## src/rtl/npc_pkg.sv

```systemverilog
// Shared types and constants for the NPC memory-side blocks.
// Latency: n/a (declarations only).
// Backpressure: n/a.
package npc_pkg;

  typedef enum logic [1:0] {
    IDLE    = 2'd0,
    WAIT_IF = 2'd1,
    WAIT_LS = 2'd2
  } arb_state_e;

  localparam logic MID_IF = 1'b0;
  localparam logic MID_LS = 1'b1;

  localparam int TIMEOUT_DEFAULT = 255;

endpackage

```

## src/rtl/mem_arbiter_if.sv

```systemverilog
// Bundle of both master request/response channels plus the shared memory port.
// Latency: n/a (wires only).
// Backpressure: valid/ready on requests; responses are single-cycle strobes that are always accepted.
interface mem_arbiter_if #(
  parameter int AW = 32
) ();

  logic          if_req_valid;
  logic          if_req_ready;
  logic [AW-1:0] if_addr;
  logic          if_rsp_valid;
  logic [31:0]   if_rdata;
  logic          if_rsp_err;

  logic          ls_req_valid;
  logic          ls_req_ready;
  logic [AW-1:0] ls_addr;
  logic          ls_wen;
  logic [31:0]   ls_wdata;
  logic [3:0]    ls_wmask;
  logic          ls_rsp_valid;
  logic [31:0]   ls_rdata;
  logic          ls_rsp_err;

  logic          mem_req_valid;
  logic          mem_req_ready;
  logic [AW-1:0] mem_addr;
  logic          mem_wen;
  logic [31:0]   mem_wdata;
  logic [3:0]    mem_wmask;
  logic          mem_rsp_valid;
  logic [31:0]   mem_rdata;

  // Arbiter side: serves the two masters and drives the memory request.
  modport slave (
    input  if_req_valid, if_addr,
    input  ls_req_valid, ls_addr, ls_wen, ls_wdata, ls_wmask,
    input  mem_req_ready, mem_rsp_valid, mem_rdata,
    output if_req_ready, if_rsp_valid, if_rdata, if_rsp_err,
    output ls_req_ready, ls_rsp_valid, ls_rdata, ls_rsp_err,
    output mem_req_valid, mem_addr, mem_wen, mem_wdata, mem_wmask
  );

  // Environment side: the two masters and the memory model.
  modport master (
    output if_req_valid, if_addr,
    output ls_req_valid, ls_addr, ls_wen, ls_wdata, ls_wmask,
    output mem_req_ready, mem_rsp_valid, mem_rdata,
    input  if_req_ready, if_rsp_valid, if_rdata, if_rsp_err,
    input  ls_req_ready, ls_rsp_valid, ls_rdata, ls_rsp_err,
    input  mem_req_valid, mem_addr, mem_wen, mem_wdata, mem_wmask
  );

endinterface

```

## src/rtl/mem_arbiter_watchdog.sv

```systemverilog
// Saturating response watchdog; expire is high while the count sits at TIMEOUT-1.
// Latency: clear takes effect on the next cycle; expire is combinational from the count.
// Backpressure: none.
module watchdog_cnt #(
  parameter int TIMEOUT = 255
) (
  input  logic clk,
  input  logic rst_n,
  input  logic clr,
  input  logic en,
  output logic expire
);

  localparam int W = $clog2(TIMEOUT + 1);
  localparam logic [W-1:0] LAST = W'(TIMEOUT - 1);
  localparam logic [W-1:0] SAT  = W'(TIMEOUT);

  logic [W-1:0] cnt_q;
  logic [W-1:0] cnt_d;

  // Next count: clear wins, otherwise count up and stop at TIMEOUT.
  always_comb begin
    cnt_d = cnt_q;
    if (clr) begin
      cnt_d = '0;
    end else if (en && (cnt_q != SAT)) begin
      cnt_d = cnt_q + W'(1);
    end
  end

  // Count register.
  always_ff @(posedge clk) begin
    if (!rst_n) begin
      cnt_q <= '0;
    end else begin
      cnt_q <= cnt_d;
    end
  end

  assign expire = (cnt_q == LAST);

endmodule

```

## src/rtl/mem_arbiter.sv

```systemverilog
// Round-robin arbiter sharing one memory port between IFU and LSU, one transaction in flight.
// Latency: request and response pass through combinationally (0 cycles); timeout TIMEOUT cycles after handshake.
// Backpressure: mem_req_ready goes to the selected master only; nothing is accepted while waiting.
module mem_arbiter
  import npc_pkg::*;
#(
  parameter int TIMEOUT = TIMEOUT_DEFAULT,
  parameter int AW      = 32
) (
  input  logic         clk,
  input  logic         rst_n,
  mem_arbiter_if.slave bus,
  output logic         stray_rsp
);

  arb_state_e    state_q, state_d;
  logic          last_grant_q, last_grant_d;
  logic          stray_q, stray_d;
  logic          sel_ls;
  logic          req_any;
  logic          wd_clr, wd_en, wd_expire;
  logic [AW-1:0] addr_sel;

  watchdog_cnt #(
    .TIMEOUT (TIMEOUT)
  ) u_watchdog (
    .clk    (clk),
    .rst_n  (rst_n),
    .clr    (wd_clr),
    .en     (wd_en),
    .expire (wd_expire)
  );

  // Request mux, ready steering, response routing and next-state selection.
  always_comb begin
    state_d      = state_q;
    last_grant_d = last_grant_q;
    stray_d      = (state_q == IDLE) && bus.mem_rsp_valid;
    wd_clr       = 1'b0;
    wd_en        = 1'b0;
    addr_sel     = '0;
    // LSU wins when alone, or on a tie when the IFU had the previous grant.
    sel_ls  = bus.ls_req_valid && (!bus.if_req_valid || (last_grant_q == MID_IF));
    req_any = bus.if_req_valid || bus.ls_req_valid;

    bus.if_req_ready  = 1'b0;
    bus.ls_req_ready  = 1'b0;
    bus.if_rsp_valid  = 1'b0;
    bus.if_rdata      = '0;
    bus.if_rsp_err    = 1'b0;
    bus.ls_rsp_valid  = 1'b0;
    bus.ls_rdata      = '0;
    bus.ls_rsp_err    = 1'b0;
    bus.mem_req_valid = 1'b0;
    bus.mem_wen       = 1'b0;
    bus.mem_wdata     = '0;
    bus.mem_wmask     = '0;

    unique case (state_q)
      IDLE: begin
        bus.mem_req_valid = req_any;
        if (sel_ls) begin
          addr_sel         = bus.ls_addr;
          bus.mem_wen      = bus.ls_wen;
          bus.mem_wdata    = bus.ls_wdata;
          bus.mem_wmask    = bus.ls_wmask;
          bus.ls_req_ready = bus.mem_req_ready;
        end else begin
          // IFU fetches are reads, so write fields stay zero.
          addr_sel         = bus.if_addr;
          bus.if_req_ready = bus.if_req_valid && bus.mem_req_ready;
        end
        if (req_any && bus.mem_req_ready) begin
          state_d      = sel_ls ? WAIT_LS : WAIT_IF;
          last_grant_d = sel_ls ? MID_LS : MID_IF;
          wd_clr       = 1'b1;
        end
      end
      WAIT_IF: begin
        wd_en = 1'b1;
        // A real response on the expiry cycle beats the timeout.
        if (bus.mem_rsp_valid) begin
          bus.if_rsp_valid = 1'b1;
          bus.if_rdata     = bus.mem_rdata;
          state_d          = IDLE;
        end else if (wd_expire) begin
          bus.if_rsp_valid = 1'b1;
          bus.if_rsp_err   = 1'b1;
          state_d          = IDLE;
        end
      end
      WAIT_LS: begin
        wd_en = 1'b1;
        if (bus.mem_rsp_valid) begin
          bus.ls_rsp_valid = 1'b1;
          bus.ls_rdata     = bus.mem_rdata;
          state_d          = IDLE;
        end else if (wd_expire) begin
          bus.ls_rsp_valid = 1'b1;
          bus.ls_rsp_err   = 1'b1;
          state_d          = IDLE;
        end
      end
      default: begin
        state_d = IDLE;
      end
    endcase
  end

  assign bus.mem_addr = addr_sel;

  // State, round-robin history and stray-response flag.
  always_ff @(posedge clk) begin
    if (!rst_n) begin
      state_q      <= IDLE;
      last_grant_q <= MID_IF;
      stray_q      <= 1'b0;
    end else begin
      state_q      <= state_d;
      last_grant_q <= last_grant_d;
      stray_q      <= stray_d;
    end
  end

  assign stray_rsp = stray_q;

endmodule

```

## src/flat_wrapper.sv

```systemverilog
// flat-port wrapper written by rule: the top's interface ports become plain ports
module mem_arbiter_flat import npc_pkg::*;
#(
  parameter int TIMEOUT = TIMEOUT_DEFAULT,
  parameter int AW      = 32
)
  (clk, rst_n, stray_rsp, bus_if_req_valid, bus_if_addr, bus_ls_req_valid, bus_ls_addr, bus_ls_wen, bus_ls_wdata, bus_ls_wmask, bus_mem_req_ready, bus_mem_rsp_valid, bus_mem_rdata, bus_if_req_ready, bus_if_rsp_valid, bus_if_rdata, bus_if_rsp_err, bus_ls_req_ready, bus_ls_rsp_valid, bus_ls_rdata, bus_ls_rsp_err, bus_mem_req_valid, bus_mem_addr, bus_mem_wen, bus_mem_wdata, bus_mem_wmask);
  mem_arbiter_if #(.AW(AW)) bus_i ();
  input  logic clk;
  input  logic rst_n;
  output logic stray_rsp;
  input wire logic [$bits(bus_i.if_req_valid)-1:0] bus_if_req_valid;
  input wire logic [$bits(bus_i.if_addr)-1:0] bus_if_addr;
  input wire logic [$bits(bus_i.ls_req_valid)-1:0] bus_ls_req_valid;
  input wire logic [$bits(bus_i.ls_addr)-1:0] bus_ls_addr;
  input wire logic [$bits(bus_i.ls_wen)-1:0] bus_ls_wen;
  input wire logic [$bits(bus_i.ls_wdata)-1:0] bus_ls_wdata;
  input wire logic [$bits(bus_i.ls_wmask)-1:0] bus_ls_wmask;
  input wire logic [$bits(bus_i.mem_req_ready)-1:0] bus_mem_req_ready;
  input wire logic [$bits(bus_i.mem_rsp_valid)-1:0] bus_mem_rsp_valid;
  input wire logic [$bits(bus_i.mem_rdata)-1:0] bus_mem_rdata;
  output wire logic [$bits(bus_i.if_req_ready)-1:0] bus_if_req_ready;
  output wire logic [$bits(bus_i.if_rsp_valid)-1:0] bus_if_rsp_valid;
  output wire logic [$bits(bus_i.if_rdata)-1:0] bus_if_rdata;
  output wire logic [$bits(bus_i.if_rsp_err)-1:0] bus_if_rsp_err;
  output wire logic [$bits(bus_i.ls_req_ready)-1:0] bus_ls_req_ready;
  output wire logic [$bits(bus_i.ls_rsp_valid)-1:0] bus_ls_rsp_valid;
  output wire logic [$bits(bus_i.ls_rdata)-1:0] bus_ls_rdata;
  output wire logic [$bits(bus_i.ls_rsp_err)-1:0] bus_ls_rsp_err;
  output wire logic [$bits(bus_i.mem_req_valid)-1:0] bus_mem_req_valid;
  output wire logic [$bits(bus_i.mem_addr)-1:0] bus_mem_addr;
  output wire logic [$bits(bus_i.mem_wen)-1:0] bus_mem_wen;
  output wire logic [$bits(bus_i.mem_wdata)-1:0] bus_mem_wdata;
  output wire logic [$bits(bus_i.mem_wmask)-1:0] bus_mem_wmask;
  assign bus_i.if_req_valid = bus_if_req_valid;
  assign bus_i.if_addr = bus_if_addr;
  assign bus_i.ls_req_valid = bus_ls_req_valid;
  assign bus_i.ls_addr = bus_ls_addr;
  assign bus_i.ls_wen = bus_ls_wen;
  assign bus_i.ls_wdata = bus_ls_wdata;
  assign bus_i.ls_wmask = bus_ls_wmask;
  assign bus_i.mem_req_ready = bus_mem_req_ready;
  assign bus_i.mem_rsp_valid = bus_mem_rsp_valid;
  assign bus_i.mem_rdata = bus_mem_rdata;
  assign bus_if_req_ready = bus_i.if_req_ready;
  assign bus_if_rsp_valid = bus_i.if_rsp_valid;
  assign bus_if_rdata = bus_i.if_rdata;
  assign bus_if_rsp_err = bus_i.if_rsp_err;
  assign bus_ls_req_ready = bus_i.ls_req_ready;
  assign bus_ls_rsp_valid = bus_i.ls_rsp_valid;
  assign bus_ls_rdata = bus_i.ls_rdata;
  assign bus_ls_rsp_err = bus_i.ls_rsp_err;
  assign bus_mem_req_valid = bus_i.mem_req_valid;
  assign bus_mem_addr = bus_i.mem_addr;
  assign bus_mem_wen = bus_i.mem_wen;
  assign bus_mem_wdata = bus_i.mem_wdata;
  assign bus_mem_wmask = bus_i.mem_wmask;
  mem_arbiter #(.TIMEOUT(TIMEOUT), .AW(AW)) u_core (.clk(clk), .rst_n(rst_n), .bus(bus_i), .stray_rsp(stray_rsp));
endmodule
```

## config.mk

```make
export PLATFORM = sky130hd
export DESIGN_NAME = mem_arbiter_flat
export DESIGN_NICKNAME = d
export VERILOG_FILES = /design/src/rtl/npc_pkg.sv /design/src/rtl/mem_arbiter_if.sv /design/src/rtl/mem_arbiter_watchdog.sv /design/src/rtl/mem_arbiter.sv /design/src/flat_wrapper.sv
export SDC_FILE = /design/constraint.sdc
export NUM_CORES = 1
export LEC_CHECK = 0
export CAP_MARGIN = 0
export CORE_AREA = 2 2 108 110
export CTS_CLUSTER_DIAMETER = 120
export DETAILED_ROUTE_END_ITERATION = 8
export DIE_AREA = 0 0 110 112
export PLACE_DENSITY = 0.62
export REMOVE_ABC_BUFFERS = 1
export SLEW_MARGIN = 25
export SYNTH_ARGS = -nofsm -noshare
export SYNTH_HDL_FRONTEND = slang
export SYNTH_SLANG_ARGS = --single-unit
```

## constraint.sdc

```tcl
create_clock -name clk -period 2.1 [get_ports clk]
set_clock_uncertainty 0.2 [all_clocks]
set_input_delay 0.42 -clock clk [delete_from_list [all_inputs] [get_ports clk]]
set_output_delay 0.42 -clock clk [all_outputs]
set_load 0.05 [all_outputs]
```

==> results of run 1 <==
sequential cells by signal (all words and copies together), names as in the netlist:
| signal | cells |
|---|---|
| u_core.stray_rsp | 1 |
| u_core.state_q | 2 |
| u_core.u_watchdog.cnt_q | 8 |
| u_core.last_grant_q | 1 |
kinds of logic after synthesis:
family / count (synthesis) / synth area share
flops: 12 / 0.1226
buf+inv: 38 / 0.08237
compound gates: 48 / 0.1884
simple gates: 206 / 0.5556
xor+xnor: 2 / 0.008942
fa+ha+maj: 5 / 0.03193
mux: 2 / 0.01022
metrics by stage:
step / utilization / hold WS, ps
global placement: 0.5903 / 262.8
finish: 0.7411 / 333.9
global route: 0.7411 / 359.5
detailed placement: 0.5903 / 275.2
CTS: 0.7009 / 357.7
floorplan: - / 251.5
cell usage after synthesis (all sizes together):
cell | number | area [um^2]
a211oi | 3 | 35.03
nand2 | 72 | 270.3
xnor2 | 2 | 17.52
a21oi | 1 | 5.000
and4 | 1 | 10.01
nor2 | 8 | 30.03
and2b | 2 | 15.01
buf | 10 | 56.30
inv | 5 | 18.77
nor3 | 3 | 15.01
a31oi | 3 | 18.77
o21a | 1 | 7.510
clkbuf | 23 | 86.33
a21boi | 32 | 240.2
and2 | 2 | 12.51
o21ai | 3 | 15.01
mux2i | 2 | 20.02
nand3 | 10 | 50.05
ha | 5 | 62.56
a311oi | 1 | 8.760
dfxtp | 12 | 240.2
a22oi | 1 | 12.51
o211ai | 1 | 7.510
a41oi | 1 | 8.760
a41o | 1 | 10.01
nor3b | 3 | 22.52
and3 | 105 | 663.1
worst register-to-register path, delay by kind of cell, from the launching register on:
kind            cells  cell delay [ps]
simple gates        1              160
flops               1              340
fa+ha+maj           1              200
buf+inv             4              500
compound gates      3              540
per-layer routing:
metal  routed length (um)  vias to the layer above
met5                    0                        -
met4                  325                        0
met3                 1295                       22
met2                 9172                      207
met1                 5484                     1815
li1                     -                     1800
what timing repair did:
item                                    4_1_cts  5_1_grt
endpoints found under the hold margin         0        0
pin swaps                                    32       49
endpoints found under the setup margin      140       86
buffers inserted                             14        9
resized for setup                           165       57
gates cloned                                 18        8
worst max path at each step:
stage	start	end	slack, ps	cells past startpoint
final	u_core.last_grant_q$_SDFFE_PN0P_	bus_mem_addr[4]	-130	9
after global routing	u_core.last_grant_q$_SDFFE_PN0P_	bus_mem_addr[4]	-190	9
after CTS	u_core.last_grant_q$_SDFFE_PN0P_	bus_mem_addr[11]	-150	9
after detailed placement	bus_if_req_valid	bus_mem_addr[29]	-610	8
after global placement	bus_if_req_valid	bus_mem_addr[29]	-560	8
after floorplan	bus_if_req_valid	bus_mem_addr[0]	-1310	4
power groups by stage:
stage | logic (W) | clock network [W] | registers, W
finish | 0.00496 | 0.000342 | 0.000281
global placement | 0.00382 | 0 | 0.000276
floorplan | 0.00166 | 0 | 0.000281
CTS | 0.00474 | 0.000350 | 0.000279
detailed placement | 0.00386 | 0 | 0.000278
global route | 0.00512 | 0.000361 | 0.000284
cells in the final DEF, fill, tap and decap left out, types with 2 or more instances in the layout:
master / count
buf_16: 16
nand3_4: 2
nand3_1: 7
a31oi_1: 2
clkdlybuf4s50_1: 135
a21boi_2: 13
ha_4: 3
buf_8: 3
nor3_1: 3
mux2i_1: 2
nor3b_4: 2
a211oi_1: 2
nand2_2: 6
and3_1: 17
and2b_1: 2
buf_4: 50
dfxtp_2: 7
nor2_1: 6
o21ai_0: 3
dfxtp_4: 4
and3_4: 87
buf_12: 153
a21boi_1: 19
buf_6: 6
nand2_1: 64
clkbuf_16: 10
xnor2_1: 2
inv_1: 3
nor2_4: 2
layout make-up:
type / instances / area (um^2) / share of cell area
repair buffers: 373 / 5542 / 0.6691
multi-input cells: 263 / 2201 / 0.2658
flip-flops and latches: 12 / 264.0 / 0.03188
well taps: 143 / 178.9 / 0.02160
clock buffers: 3 / 75.07 / 0.009065
inverters: 5 / 21.27 / 0.002568
==> results.yml, run 1 <==
drt:
  drc: 0
  drtPass1Iterations: 4
  drt-total-wl_mm: 16.28
  viasPerCell: 4.811
  drt-initial-drc-count: 163
  vias: 3844
  wire_per_inst_um: 20.37
  ant_nets: 0
power:
  power_frac_comb: 0.888
  total_power_w: 0.005586
  leakage_nw: 3.498
  p_int_w: 0.003145
  power_frac_seq: 0.050
  clock_power_share: 0.061
  ir_drop_v: 0.0004891
  power.switching_w: 0.002440
  sw_frac_of_total: 0.4369
  power_density_nw_per_um2: 674.5
place:
  io_buffer_count: 279
  placed_cells: 751
  hpwl_mm: 9.991
  dp_slack_ps: -614.2
  dpl_cell_area_um2: 6596
  gp_congestion: 0.9517
critical_path:
  path_cells: "nand2_2 > and2_4 > buf_12 > buf_8 > buf_16 > nand2_4 > a21boi_2 > buf_4 > buf_12"
  critPathKind: "register to output pin"
  cp.required_ps: 1480
  cp-start-kind: "register"
  cp_common_cell: "buf_12"
  crit_path_top_delay_cell: "dfxtp_2"
  cpPeakStageDelay_ps: 320
  r2r_cells: 9
  worstSetupEndpointType: "output pin"
  critPathTopFamily: "buffers and inverters"
  regToRegStartpoint: "u_core.state_q[1]$_SDFFE_PN0P_"
  worstPathArrival_ps: 1610
  timing.reg2reg.setup_slack_ps: 120
  critical_path.max_fanout: 5
  r2r-end: "u_core.u_watchdog.cnt_q[7]$_SDFFE_PP0P_"
  path_buf_inv: 5
hold_path:
  worstHoldStart: "u_core.u_watchdog.cnt_q[1]$_SDFFE_PP0P_"
  hold_class: "register to register"
  min_path_cells: 2
  hold_end: "u_core.u_watchdog.cnt_q[1]$_SDFFE_PP0P_"
global_routing:
  grt_pass1_vias: 4138
  use_met3: 0.05679
  gr-usage-met2: 0.4916
  grt_pass1_wl_mm: 23.36
  grtUsageTotal: 0.2467
  use_met1: 0.2481
  top_usage_layer: "met2"
  grt_overflow: 0
  grt_max_degree: 65
  antenna_found_initial: 0
status:
  violations: "setup timing"
  status: "finished with violations"
final_layout:
  final_nets: 802
  diodes: 0
  syn2layout_area_growth_pct: 322.7
  final_cells: 799
  postLayoutCellArea_um2: 8282
  layout-drive-gt1-share: 0.5747
  fill_cells: 737
synthesis:
  synth_area_um2: 1959
  yosysWarnings: 0
  ys_seq_elements: 12
  ys_seq_area_frac: 0.1226
  avgSynthCellArea_um2: 6.260
  synthCells: 313
  synth_cell_types: 31
sta:
  post-route-min-period_ps: 2230
  setup_viol: 73
  slew_headroom: 0.7769
  slew_violations: 0
  final.setup.tns_ps: -5101
  tightest_slew_ps: 333.0
  fmax_mhz: 448.5
  timing.final.crit_share: 1.062
  fin_ws_ps: -129.5
  rsz0062_at_grt: "yes"
  finalHoldViolCount: 0
floorplan:
  die-area_um2: 12320
  core_area_um2: 11170
  start_util: 0.1753
  die_w_um: 110
  die_y_um: 112
  pin_count: 280
  rows: 39
run:
  drv_cap: 0
cts:
  cts-root-buf: "clkbuf_16"
  cts.path.max_buffers: 2
  clkLatencyLatePin_ps: 240
  cts_tree: "yes"
  htreeDepth: 1
  hold_buffers: 0
  path_clk_slew_ps: 40
  numCtsBuffers: 3
  clock-sinks: 12
Note: power is estimated with default switching activity, not from simulation.
==> run 2: changes to the inputs <==
--- a/config.mk
+++ b/config.mk
@@ -12,7 +12,7 @@
 export DIE_AREA = 0 0 110 112
 export PLACE_DENSITY = 0.62
 export REMOVE_ABC_BUFFERS = 1
-export SLEW_MARGIN = 25
+export SLEW_MARGIN = 40
 export SYNTH_ARGS = -nofsm -noshare
 export SYNTH_HDL_FRONTEND = slang
 export SYNTH_SLANG_ARGS = --single-unit
==> results of run 2 <==
Same layout as run 1: the final DEF is identical, and so are final timing and power.
